### config.mk
export PLATFORM = sky130hd
export DESIGN_NAME = ex_divider
export DESIGN_NICKNAME = d
export VERILOG_FILES = /design/src/rtl/ex_divider.sv
export SDC_FILE = /design/constraint.sdc
export NUM_CORES = 1
export LEC_CHECK = 0
export ABC_AREA = 1
export ABC_CLOCK_PERIOD_IN_PS = 4260
export CAP_MARGIN = 20
export CORE_MARGIN = 5
export CORE_UTILIZATION = 35
export DETAILED_ROUTE_END_ITERATION = 8
export PLACE_DENSITY = 0.58
export SLEW_MARGIN = 20
export SYNTH_ARGS = -nofsm -noshare
export SYNTH_HDL_FRONTEND = slang
export SYNTH_SLANG_ARGS = --single-unit
export TNS_END_PERCENT = 50
### constraint.sdc
create_clock -name clk -period 4.26 [get_ports clk]
set_input_delay 0.852 -clock clk [delete_from_list [all_inputs] [get_ports clk]]
set_output_delay 0.852 -clock clk [all_outputs]
set_load 0.005 [all_outputs]
### src/rtl/ex_divider.sv
// ex_divider: iterative 32-bit integer divider for the LA32R EX stage.
// Implements div.w / mod.w / div.wu / mod.wu with one restoring step
// per cycle.
//
// Handshake: EX raises `start` with valid forwarded operands. The
// divider samples `start` only in IDLE and holds `busy` while it
// computes. It then pulses `done` for one cycle with `result` valid.
// `flush` aborts the operation from any state with no `done`.
//
// Ports:
//   clk, rst            clock, asynchronous active-high reset
//   start               divide request (sampled in IDLE only)
//   op[1:0]             00 div.w, 01 mod.w, 10 div.wu, 11 mod.wu
//   src0, src1          dividend, divisor
//   flush               pipeline flush, aborts any operation
//   busy                stall request (CALC and FIX)
//   done                one-cycle result strobe (DONE state)
//   result[31:0]        quotient or remainder, held until the next done
//
// Build option DIV_ZERO_FAST_EN: a zero divisor goes straight from IDLE
// to DONE without running the iterations.
module ex_divider #(
  parameter int ITER = 32
) (
  input  logic        clk,
  input  logic        rst,
  input  logic        start,
  input  logic [1:0]  op,
  input  logic [31:0] src0,
  input  logic [31:0] src1,
  input  logic        flush,
  output logic        busy,
  output logic        done,
  output logic [31:0] result
);

  localparam int CW = (ITER > 1) ? $clog2(ITER) : 1;

  typedef enum logic [1:0] {IDLE, CALC, FIX, DONE} state_t;

  state_t state, state_nxt;

  logic [32:0]   rem;
  logic [31:0]   quo;
  logic [31:0]   dvs;
  logic [CW-1:0] cnt;
  logic [1:0]    op_q;
  logic          neg_q;
  logic          neg_r;
  logic          fix_ph;

  // Operand conditioning for the accept cycle.
  logic        sgn_op, a_neg, b_neg, zero_fast;
  logic [31:0] a_mag, b_mag;

  assign sgn_op = ~op[1];
  assign a_neg  = sgn_op & src0[31];
  assign b_neg  = sgn_op & src1[31];
  assign a_mag  = a_neg ? (32'd0 - src0) : src0;
  assign b_mag  = b_neg ? (32'd0 - src1) : src1;

`ifdef DIV_ZERO_FAST_EN
  assign zero_fast = (src1 == 32'd0);
`else
  assign zero_fast = 1'b0;
`endif

  // Restoring step. rem never exceeds the divisor, so rem[32] is always
  // zero; it is kept in the trial so the subtraction stays exact.
  logic [33:0] trial;
  logic        trial_ok;

  assign trial    = {rem, quo[31]} - {2'b00, dvs};
  assign trial_ok = ~trial[33];

  // State register
  always_ff @(posedge clk or posedge rst) begin
    if (rst) state <= IDLE;
    else     state <= state_nxt;
  end

  // Next-state logic
  always_comb begin
    state_nxt = state;
    case (state)
      IDLE: if (start) state_nxt = zero_fast ? DONE : CALC;
      CALC: if (cnt == CW'(ITER - 1)) state_nxt = FIX;
      FIX:  if (fix_ph) state_nxt = DONE;
      DONE: state_nxt = IDLE;
      default: state_nxt = IDLE;
    endcase
    if (flush) state_nxt = IDLE;
  end

  // Output decode, purely from the state register
  always_comb begin
    busy = 1'b0;
    done = 1'b0;
    case (state)
      CALC, FIX: busy = 1'b1;
      DONE:      done = 1'b1;
      default: ;
    endcase
  end

  // Datapath. FIX spends two cycles: the first applies signs to the
  // quotient/remainder, the second registers the selected value into
  // result together with the transition into DONE.
  always_ff @(posedge clk or posedge rst) begin
    if (rst) begin
      rem    <= '0;
      quo    <= '0;
      dvs    <= '0;
      cnt    <= '0;
      op_q   <= '0;
      neg_q  <= 1'b0;
      neg_r  <= 1'b0;
      fix_ph <= 1'b0;
      result <= '0;
    end else if (!flush) begin
      case (state)
        IDLE: if (start) begin
          op_q   <= op;
          neg_q  <= a_neg ^ b_neg;
          neg_r  <= a_neg;
          rem    <= '0;
          quo    <= a_mag;
          dvs    <= b_mag;
          cnt    <= '0;
          fix_ph <= 1'b0;
          if (zero_fast) result <= op[0] ? src0 : 32'hFFFF_FFFF;
        end
        CALC: begin
          rem <= trial_ok ? trial[32:0] : {rem[31:0], quo[31]};
          quo <= {quo[30:0], trial_ok};
          cnt <= cnt + 1'b1;
        end
        FIX: begin
          if (!fix_ph) begin
            quo    <= neg_q ? (32'd0 - quo) : quo;
            rem    <= {1'b0, neg_r ? (32'd0 - rem[31:0]) : rem[31:0]};
            fix_ph <= 1'b1;
          end else begin
            result <= op_q[0] ? rem[31:0] : quo;
          end
        end
        default: ;
      endcase
    end
  end

endmodule

=== Yosys cells after proc, flatten, opt, wreduce, memory -nomap -nowiden ===
Cells that the tools add are included.

* Input port bits: 70
* Output and inout bits: 34
* Logic and storage cells: 70
* Register bits after elaboration: 140

* Add/sub/neg operators: 6
* Reduce and logical (&&, ||, !) cells: 13
* Mux-type cells: 23
* Equality and inequality tests: 11
* Bitwise gates (word level): 6

{| class="wikitable"
|+ Operators by type and width
! cell !! number
|-
| $mux 32 || 7
|-
| $sub 1x32->32 const A || 4
|-
| $mux 33 || 3
|-
| $pmux 33 s3 || 1
|-
| $pmux 32 s3 || 1
|-
| $sub 34x32->34 || 1
|-
| $reduce_and 3->1 || 5
|-
| $pmux 5 s2 || 1
|-
| $reduce_and 5->1 || 2
|-
| $ne 3x3->1 const B || 3
|-
| $mux 2 || 4
|-
| $ne 2x2->1 const B || 4
|-
| $pmux 2 s4 || 1
|-
| $add 5x1->5 const B || 1
|-
| $eq 5x5->1 const B || 1
|-
| $mux 5 || 1
|-
| $eq 2x2->1 const B || 2
|-
| $reduce_and 4->1 || 1
|-
| $reduce_bool 2->1 || 2
|-
| $mux 1 || 3
|-
| $not 1->1 || 3
|-
| $reduce_bool 3->1 || 1
|-
| $and 1x1->1 || 2
|-
| $eq 2x1->1 const B || 1
|-
| other kinds (4) || 4
|}

=== Longest topological paths before layout ===
Gate-level depths: netlist of run 1.

* Depth in word-level cells: 5
* Mapped depth: 20
* Mapped depth without buffers: 20

=== Worst setup path before layout of run 1 ===
Ideal clock, no wire load.

* Path type: input to register
* Start: input port src0[1]
* End: register quo[20]
* Setup slack: 1.962 ns
* Data required time: 4.147 ns
* Data arrival time: 2.185 ns
* Stages on the path: 13
* Buffers on the path: 0
* Library setup time: 0.113 ns
* Path through: inv_1 -> ha_1 -> nand3_1 -> nor3_2 -> nand2_1 -> nor2_1 -> nand2_1 -> o21ai_1 -> a21oi_1 -> o21ai_0 -> nand3_1 -> nand2_1 -> inv_1

* Longest elaborated chain between the ends: 4

{| class="wikitable"
|+ Ends and longest elaborated chain
! what !! RTL line !! RTL
|-
| start, declared || 29 || <nowiki>input logic [31:0] src0,</nowiki>
|-
| $sub 1x32->32 || 59 || <nowiki>assign a_mag = a_neg ? (32'd0 - src0) : src0;</nowiki>
|-
| $mux 32 || 59 ||
|-
| $mux 32 || 122 || <nowiki>IDLE: if (start) begin</nowiki>
|-
| $pmux 32 s3 || 121 || <nowiki>case (state)</nowiki>
|-
| end signal, assigned || 127 || <nowiki>quo <= a_mag;</nowiki>
|-
| end signal, assigned || 135 || <nowiki>quo <= {quo[30:0], trial_ok};</nowiki>
|-
| end signal, assigned || 140 || <nowiki>quo <= neg_q ? (32'd0 - quo) : quo;</nowiki>
|-
| end, declared || 44 || <nowiki>logic [31:0] quo;</nowiki>
|}

Every way passes these cells. The select of a mux whose other input is x is not followed.
A chain may end at the register's enable or synchronous reset.

=== Final worst setup path of run 1 ===
* Start: register rem[18]
* End: register rem[24]

* Longest elaborated chain between the ends: 4
* Elaborated cells on any way between the ends: 6
* Classes of those cells: add/sub: 2; mux: 4

{| class="wikitable"
|+ Ends and longest elaborated chain
! what !! RTL line !! RTL
|-
| start, declared || 43 || <nowiki>logic [32:0] rem;</nowiki>
|-
| start signal, assigned || 134 || <nowiki>rem <= trial_ok ? trial[32:0] : {rem[31:0], quo[31]};</nowiki>
|-
| start signal, assigned || 141 || <nowiki>rem <= {1'b0, neg_r ? (32'd0 - rem[31:0]) : rem[31:0]};</nowiki>
|-
| $sub 1x32->32 || 141 ||
|-
| $mux 32 || 141 ||
|-
| $mux 33 || 139 || <nowiki>if (!fix_ph) begin</nowiki>
|-
| $pmux 33 s3 (*) || 121 ||
|}

Mark *: on every way between the ends. The rest lies on a longest branch, timed or not. The select of a mux whose other input is x is not followed.

==> results of run 1 <==
==> registers in the layout, summed over array words and instances (netlist names) <==
signal  flops
dvs        32
fix_ph      1
state       2
neg_q       1
neg_r       1
rem        33
result     32
cnt         5
op_q        1
quo        32
==> how the worst max path moves through the flow <==
| stage | startpoint | to | slack, ns |
|---|---|---|---|
| 2_1_floorplan | rst | cnt[0]$_DFFE_PP0P_ | 1.66 |
| 3_3_place_gp | src0[0] | quo[22]$_DFFE_PP0P_ | 1.19 |
| 3_5_place_dp | src0[0] | quo[22]$_DFFE_PP0P_ | 1.15 |
| 4_1_cts | state[0]$_DFFE_PP0P_ | busy | 1.41 |
| 5_1_grt | quo[31]$_DFFE_PP0P_ | rem[28]$_DFFE_PP0P_ | 1.15 |
| 6_report | rem[18]$_DFFE_PP0P_ | rem[24]$_DFFE_PP0P_ | 1.34 |
==> routing by layer <==
metal	up-vias	wire (um)	GRT usage, %
met1	6482	20960	30.14
met5	-	0	0
met3	69	2031	2.407
li1	7082	-	-
met2	410	21590	36.81
met4	0	1311	7.032
==> Yosys cell counts (all sizes together) <==
cell type / instances
a31oi: 8
nor4: 11
nand4: 36
or2: 6
and3: 1
a31o: 1
o311ai: 4
nor3: 31
nand3b: 14
o21bai: 7
a221oi: 2
clkinv: 1
a21oi: 116
buf: 20
a41oi: 2
a21o: 1
nand3: 224
xor2: 24
a32oi: 2
fa: 1
o2111ai: 3
o21ai: 148
and2: 2
clkbuf: 44
a211oi: 1
dfrtp: 140
a22o: 2
o22ai: 7
o31ai: 5
nor2: 242
o221ai: 1
o211ai: 12
nand2: 626
xnor2: 13
o21a: 1
inv: 343
a22oi: 4
ha: 43
==> cell type report <==
type,instances,area [um^2]
Tap cell,468,585.6
Fill cell,3992,21540
Clock inverter,14,181.4
Sequential cell,140,3505
Timing Repair Buffer,120,1171
Multi-Input combinational cell,1601,7890
Inverter,344,1295
Clock buffer,18,439.2
==> worst max-delay path: cells and delay by family (launching register included) <==
kind / cells / cell delay, ns
buf+inv: 1 / 0.05
flops: 1 / 0.49
fa+ha+maj: 1 / 0.43
compound gates: 1 / 0.19
simple gates: 12 / 1.63
==> where the power goes <==
part,total [mW],switching (mW),internal (mW)
logic,8.51,5.68,2.83
registers,2.62,0.700,1.92
clock network,1.60,0.655,0.949
==> stage by stage <==
stage | cells | total power, mW | hold slack (ns) | area (um^2) | util (%)
2_1_floorplan | 2149 | 8.392 | 0.4530 | 12960 | -
3_3_place_gp | 2673 | 11.00 | 0.4714 | 14450 | 39.46
3_5_place_dp | 2673 | 11.02 | 0.4773 | 14450 | 39.46
4_1_cts | 2705 | 12.71 | 0.4938 | 15070 | 41.16
5_1_grt | 2705 | 13.89 | 0.5136 | 15070 | 41.16
6_report | 2705 | 12.74 | 0.4876 | 15070 | 41.16
==> cell families after synthesis <==
| kind of cell | count (synthesis) | synth area share [%] |
|---|---|---|
| buffers and inverters | 408 | 12.22 |
| flip-flops | 140 | 27.05 |
| AND/OR/NAND/NOR | 1193 | 39.97 |
| adder cells (fa/ha/maj) | 44 | 4.308 |
| XOR/XNOR | 37 | 2.502 |
| AO/OA/AOI/OAI | 327 | 13.96 |
==> results.ini, run 1 <==
[finish]
nets=2338
insertedDiodeCount=0
area_growth_pct=16.31
layout_commonest_cell=nand2_1
final_cell_mix=nand2_1, inv_1, nor2_1
drive_gt1_share_pct=5.051

[cts]
ctsHoldBuffers=0
clock_path_buffers=2
cts_setup_buffers=0
clk_pin_slew_ns=0.07
htreeDepth=4
clock_latency_ns=0.45
clock-sinks=140
ctsResizeCount=0
cts_root_buf=clkbuf_16
cts_tree=yes
cts_buffers=17

[worst_setup_path]
crit_path_end_kind=register
required_ns=4.59
startpoint_type=register
worst-path-max-fanout=20
slowest_delay_ns=0.49
worstSetupPathType=reg -> reg
path_common_cell=nand2_1
r2r-end=rem[24]$_DFFE_PP0P_
reg2reg_slack_ns=1.34
reg2reg_from=rem[18]$_DFFE_PP0P_
cp.arrival_ns=3.25
ff2ff_path_depth=15
path_cells=ha_1 -> nand2_1 -> inv_1 -> nand2_1 -> nand2_1 -> a21oi_2 -> nor2_1 -> nor2_4 -> nand3_4 -> nand2_4 -> nand2_1 -> nand3_1 -> nand2_1 -> nand2_1 -> nand2_1
crit_slowest_cell=dfrtp_1

[detailed_routing]
drcViolationCount=0
first_iter_violations=1372
routed_wl_um=45900
dr_total_vias=14040
vias_per_cell=5.191
ant_nets=0
dr.pass1.iters=6
wire_per_inst_um=16.97

[power_and_ir_drop]
vdd_drop_max_uv=368.0
leakagePower_nw=7.925
power_density_nw_per_um2=845.5

[sta]
slew_headroom_pct=30.37
fmax_mhz=342.5
drv_slew=0
final-setup-viol-count=0
fin_ws_ns=1.340
grt_setup_unrepaired=false
hold_viol=0
min_period_ns=2.920
finalSetupTns_ns=0
max_slew.worst_pin.slew_ns=1.038
clock_skew_ns=0.009599
fin_crit_sh_pct=68.54

[yosys]
syn-cell-area_um2=12950
ys.warnings.count=0
avgSynthCellArea_um2=6.028
yosys.area.top_type=dfrtp_1
syn-num-nets=2263
yosys-top-cells-area=dfrtp_1, nand2_1, inv_1
synthDominantCellAreaShare_pct=27.05
ys_types=53
postSynthCellCount=2149
ys_seq_elements=140
yosysSeqAreaShare_pct=27.05

[placement]
post-dp-hpwl_um=36110
dp_slack_ns=1.145
port_buffers=103
routabilityCongestion=0.9574

[floorplan]
num_io_pins=104
fp.dieW_um=202.4
die-height_um=202.4
die-area_um2=40960
rows=70
initial_core_util_pct=35.38
core_area_um2=36610

[global_routing]
grt_first_pass_wirelength_um=73040
antenna_found_initial=0
grtUsageTotal_pct=22.09
first_global_vias=13240
grt_start_max_net_pins=141
grt_overflow=0

[flow_run]
maxCapViolations=0

[hold_path]
min_from=dvs[22]$_DFFE_PP0P_
holdPathStages=2
worstHoldEndpoint=dvs[22]$_DFFE_PP0P_
hold_class=reg -> reg

[outcome]
status=complete, no violations

No activity file was read; power rests on OpenSTA's default activity.
==> run 2, diff against run 1 <==
ABC_CLOCK_PERIOD_IN_PS = 3000   (was 4260)
PLACE_DENSITY = 0.57   (was 0.58)
clock period = 3 ns   (was 4.26 ns; I/O delays follow)
==> results.ini, run 2 (same netlist as run 1, synthesis figures left out) <==
[detailed_routing]
vias_per_cell=5.226  ; +0.66%
ant_nets=0  ; unchanged
routed_wl_um=46610  ; +1.6%
wire_per_inst_um=17.08  ; +0.67%
dr.pass1.iters=5  ; -1
drcViolationCount=0  ; unchanged
dr_total_vias=14260  ; +1.6%
first_iter_violations=1376  ; +0.29%

[power_and_ir_drop]
switchingPower_mw=9.994  ; +42%
p_seq_share_pct=20.2  ; -0.4 points
leakagePower_nw=8.048  ; +1.5%
vdd_drop_max_uv=501.7  ; +36%
power_density_nw_per_um2=1198  ; +42%
combPwrFrac_pct=67.4  ; +0.6 points
pwr-share-clk_pct=12.3  ; -0.3 points
intPower_mw=8.303  ; +46%
p_sw_share_pct=54.62  ; -0.59 points

[floorplan]
die-height_um=202.4  ; unchanged
die-area_um2=40960  ; unchanged
core_area_um2=36610  ; unchanged
initial_core_util_pct=35.38  ; unchanged
fp.dieW_um=202.4  ; unchanged
num_io_pins=104  ; unchanged
rows=70  ; unchanged

[finish]
regMostFlops=rem
layout_commonest_cell=nand2_1
insertedDiodeCount=0  ; unchanged
fillers=3973  ; -0.48%
largest_register_ffs=33  ; unchanged
multi_input_area_um2=7890  ; unchanged
nets=2362  ; +1.0%
seq_area_um2=3505  ; unchanged
final_cell_mix=nand2_1, inv_1, nor2_1
drive_gt1_share_pct=6.015  ; +0.96 points
area_growth_pct=17.88

[placement]
port_buffers=103  ; unchanged
post-dp-hpwl_um=37580  ; +4.1%
routabilityCongestion=0.9989  ; +4.3%

[cts]
htreeDepth=4  ; unchanged
clk_pin_slew_ns=0.07  ; about the same
clock_latency_ns=0.45  ; about the same
cts_buffers=17  ; unchanged
ctsResizeCount=0  ; unchanged
cts_root_buf=clkbuf_16
clock-sinks=140  ; unchanged
cts_tree=yes
clock_path_buffers=2  ; unchanged
ctsHoldBuffers=0  ; unchanged
cts_setup_buffers=0  ; unchanged

[hold_path]
hold_class=reg -> reg

[global_routing]
grtUsageTotal_pct=22.56  ; +0.46 points
grt_overflow=0  ; unchanged
antenna_found_initial=0  ; unchanged
grt_start_max_net_pins=65  ; -54%
grt_first_pass_wirelength_um=74290  ; +1.7%
first_global_vias=13540  ; +2.3%

[worst_setup_path]
crit_path_end_kind=register
worstSetupPathType=reg -> reg
worst-path-max-fanout=4  ; -80%
startpoint_type=register
required_ns=3.34  ; -1.25 ns
cp.arrival_ns=3.10  ; -0.15 ns

[sta]
whs_ns=0.4863  ; -0.001295 ns
max_slew.worst_pin.slew_ns=0.7818  ; -0.2562 ns
grt_setup_unrepaired=false
drv_slew=0  ; unchanged
min_period_ns=2.758  ; -0.1621 ns
slew_headroom_pct=47.88  ; +18 points
hold_viol=0  ; unchanged
finalSetupTns_ns=0  ; unchanged
final-setup-viol-count=0  ; unchanged
fmax_mhz=362.6  ; +5.9%
fin_crit_sh_pct=91.92  ; +23 points
clock_skew_ns=0.01154  ; +0.001940 ns

[outcome]
status=complete, no violations

[flow_run]
maxCapViolations=0  ; unchanged

-- run 2: changes by cell type in the layout (fill, tap and decap cells not counted) --
cell      before  now
buf_4         16   38
inv_8          2    1
inv_6          4    2
buf_12         1    3
clkbuf_8       1    2
inv_1        333  334
clkinv_1       2    1
clkbuf_1       0    1
clkinv_4       1    2
-- run 2: metal layers --
layer | vias up | GRT usage (%) | share of wire, %
met1 | 6576 | 30.65 | 46
met4 | 0 | 7.929 | 3.3
li1 | 7128 | - | -
met3 | 89 | 2.503 | 4.8
met5 | - | 0 | 0
met2 | 468 | 37.35 | 46
-- run 2: layout make-up --
| cell class | count | area share, % |
|---|---|---|
| multi-input cells | 1601 | 51.67 |
| flip-flops and latches | 140 | 22.95 |
| repair buffers | 144 | 9.013 |
| inverters | 344 | 8.481 |
| well taps | 468 | 3.835 |
| clock buffers | 20 | 2.991 |
| clock inverters | 12 | 1.057 |
-- run 2: worst paths after layout --
check                                        start                     end  slack, ns  depth (start not counted)
min in group asynchronous                      rst  result[15]$_DFFE_PP0P_       0.60                          2
worst min register to register  dvs[6]$_DFFE_PP0P_      dvs[6]$_DFFE_PP0P_       0.49                          2
worst max register to register  rem[8]$_DFFE_PP0P_     rem[32]$_DFFE_PP0P_       0.24                         12
max in group asynchronous                      rst     dvs[11]$_DFFE_PP0P_       1.74                          3
worst min-delay path            dvs[6]$_DFFE_PP0P_      dvs[6]$_DFFE_PP0P_       0.49                          2
worst max-delay path            rem[8]$_DFFE_PP0P_     rem[32]$_DFFE_PP0P_       0.24                         12
-- run 2: stage by stage --
step | power, mW | util (%) | area (um^2) | instances | setup slack, ns
final | 18.30 | 41.71 | 15270 | 2729 | 0.2424
after global routing | 20.00 | 41.71 | 15270 | 2729 | 0.1207
after CTS | 18.27 | 41.71 | 15270 | 2729 | 0.2587
after detailed placement | 15.90 | 40.02 | 14650 | 2697 | 0.1825
after global placement | 15.86 | 40.02 | 14650 | 2697 | 0.2180
after floorplan | 11.92 | - | 12960 | 2149 | 0.6509
-- run 2: power by group through the flow --
stage	logic (mW)	clock network, mW	registers (mW)
CTS	12.3	2.31	3.68
finish	12.3	2.25	3.70
detailed placement	12.2	0	3.70
global route	13.8	2.37	3.82
global placement	12.2	0	3.68
floorplan	8.58	0	3.33
-- run 2: critical path, cell delays in order (launching register included) --
cell and delay [ns]:
dfrtp_1 0.48, ha_1 0.41, nand2_1 0.10, nand2_1 0.08, a21oi_1 0.40, nor2_1 0.12
nor2_1 0.23, nand2_1 0.13, a21oi_1 0.29, buf_4 0.18, nand3_1 0.07, nand4_1 0.10
nand2_1 0.05
==> run 3, diff against run 2 <==
CORE_UTILIZATION = 45   (was 35)
PLACE_DENSITY = 0.68   (was 0.57)
==> results.ini, run 3 (same netlist as run 1, synthesis figures left out) <==
[outcome]
status=complete, no violations

[cts]
ctsHoldBuffers=0  ; unchanged
cts_setup_buffers=0  ; unchanged
clock-sinks=140  ; unchanged
clock_path_buffers=2  ; unchanged
clock_latency_ns=0.44  ; about the same
ctsResizeCount=0  ; unchanged
clk_pin_slew_ns=0.07  ; about the same
cts_buffers=17  ; unchanged
cts_tree=yes
cts_root_buf=clkbuf_16
htreeDepth=4  ; unchanged

[placement]
routabilityCongestion=1.008  ; +0.90%
port_buffers=103  ; unchanged
post-dp-hpwl_um=35720  ; -5.0%

[detailed_routing]
ant_nets=0  ; unchanged
drcViolationCount=0  ; unchanged
vias_per_cell=5.411  ; +3.5%
first_iter_violations=1431  ; +4.0%
routed_wl_um=45090  ; -3.3%
dr_total_vias=14260  ; +0.014%
wire_per_inst_um=17.10  ; +0.14%
dr.pass1.iters=6  ; +1

[finish]
drive_gt1_share_pct=5.684  ; -0.33 points
area_growth_pct=16.51
layout_commonest_cell=nand2_1
largest_register_ffs=33  ; unchanged
insertedDiodeCount=0  ; unchanged
fillers=2980  ; -25%
final_cell_mix=nand2_1, inv_1, nor2_1
regMostFlops=rem
nets=2353  ; -0.38%

[hold_path]
worstHoldEndpoint=dvs[11]$_DFFE_PP0P_
hold_class=reg -> reg
holdPathStages=2  ; unchanged
min_from=dvs[11]$_DFFE_PP0P_

[worst_setup_path]
cp.arrival_ns=3.05  ; -0.05 ns
startpoint_type=register
worst-path-max-fanout=4  ; unchanged
reg2reg_slack_ns=0.28  ; +0.04 ns
worstSetupPathType=reg -> reg
ff2ff_path_depth=20  ; +8
reg2reg_from=quo[31]$_DFFE_PP0P_
crit_path_end_kind=register
r2r-end=rem[28]$_DFFE_PP0P_
required_ns=3.33  ; about the same

[floorplan]
die-height_um=179.7  ; -11%
initial_core_util_pct=45.38  ; +10 points
die-area_um2=32280  ; -21%
num_io_pins=104  ; unchanged
rows=62  ; -11%
fp.dieW_um=179.7  ; -11%
core_area_um2=28550  ; -22%

[sta]
finalSetupTns_ns=0  ; unchanged
slew_headroom_pct=53.94  ; +6.1 points
hold_viol=0  ; unchanged
final-setup-viol-count=0  ; unchanged
grt_setup_unrepaired=false
fmax_mhz=367.6  ; +1.4%
min_period_ns=2.720  ; -0.03737 ns
max_slew.worst_pin.slew_ns=0.6902  ; -0.09163 ns
clock_skew_ns=0.009340  ; -0.002200 ns
drv_slew=0  ; unchanged
whs_ns=0.4917  ; +0.005427 ns
fin_crit_sh_pct=90.67  ; -1.2 points

[global_routing]
first_global_vias=13290  ; -1.9%
grt_overflow=0  ; unchanged
grtUsageTotal_pct=27.13  ; +4.6 points
grt_start_max_net_pins=88  ; +35%
antenna_found_initial=0  ; unchanged
grt_first_pass_wirelength_um=71300  ; -4.0%

[power_and_ir_drop]
leakagePower_nw=8.005  ; -0.53%
power_density_nw_per_um2=1200  ; +0.13%
vdd_drop_max_uv=592.5  ; +18%

[flow_run]
maxCapViolations=0  ; unchanged

## run 3: power by group
group / internal [mW] / total (mW) / switching (mW)
registers: 2.73 / 3.71 / 0.978
clock network: 1.29 / 2.25 / 0.967
logic: 4.14 / 12.1 / 8.01
## run 3: layout make-up
| cell class | count | area (um^2) | share of cell area, % |
|---|---|---|---|
| inverter | 344 | 1295 | 8.581 |
| timing repair buffer | 135 | 1309 | 8.672 |
| tap | 384 | 480.5 | 3.184 |
| sequential | 140 | 3505 | 23.22 |
| multi-input combinational | 1601 | 7890 | 52.28 |
| clock buffer | 18 | 439.2 | 2.910 |
| clock inverter | 14 | 173.9 | 1.152 |
## run 3: worst max-delay path, cell delays in order, from the launching register on
cell	delay, ns
dfrtp_1	0.40
inv_1	0.12
ha_1	0.22
inv_1	0.11
fa_1	0.42
nand3_1	0.09
nand3_1	0.16
nand2_1	0.10
nand2_1	0.14
nand2_1	0.09
nand2_1	0.08
nand2_1	0.13
nand2_1	0.06
nand2_1	0.07
nand2_1	0.05
inv_1	0.07
nand2_1	0.05
nand3_1	0.08
nand2_1	0.05
nand2_1	0.05
nand2_1	0.05
## run 3: worst max path at each step
stage | cells after the start | start | slack (ns) | to
after floorplan | 1 | rst | 0.65 | cnt[0]$_DFFE_PP0P_
after global placement | 14 | src0[0] | 0.27 | quo[20]$_DFFE_PP0P_
after detailed placement | 12 | src0[0] | 0.23 | quo[28]$_DFFE_PP0P_
after CTS | 20 | quo[31]$_DFFE_PP0P_ | 0.30 | rem[28]$_DFFE_PP0P_
after global routing | 20 | quo[31]$_DFFE_PP0P_ | 0.11 | rem[30]$_DFFE_PP0P_
final | 20 | quo[31]$_DFFE_PP0P_ | 0.28 | rem[28]$_DFFE_PP0P_
## run 3: metrics by stage
step | setup WS, ns | cells | power, mW | area [um^2] | util, %
after floorplan | 0.6509 | 2149 | 11.92 | 12960 | -
after global placement | 0.2746 | 2604 | 15.55 | 14480 | 50.72
after detailed placement | 0.2323 | 2604 | 15.63 | 14480 | 50.72
after CTS | 0.3046 | 2636 | 17.98 | 15090 | 52.87
after global routing | 0.1087 | 2636 | 19.68 | 15090 | 52.87
final | 0.2798 | 2636 | 18.11 | 15090 | 52.87
## run 3: routing by layer
metal / share of wire (%) / routed length [um] / track usage (%) / up-vias
met3: 6.0 / 2706 / 2.829 / 70
met4: 3.3 / 1471 / 9.418 / 0
met2: 48 / 21510 / 46.00 / 530
met1: 43 / 19400 / 36.24 / 6555
li1: - / - / - / 7108
met5: 0 / 0 / 0 / -
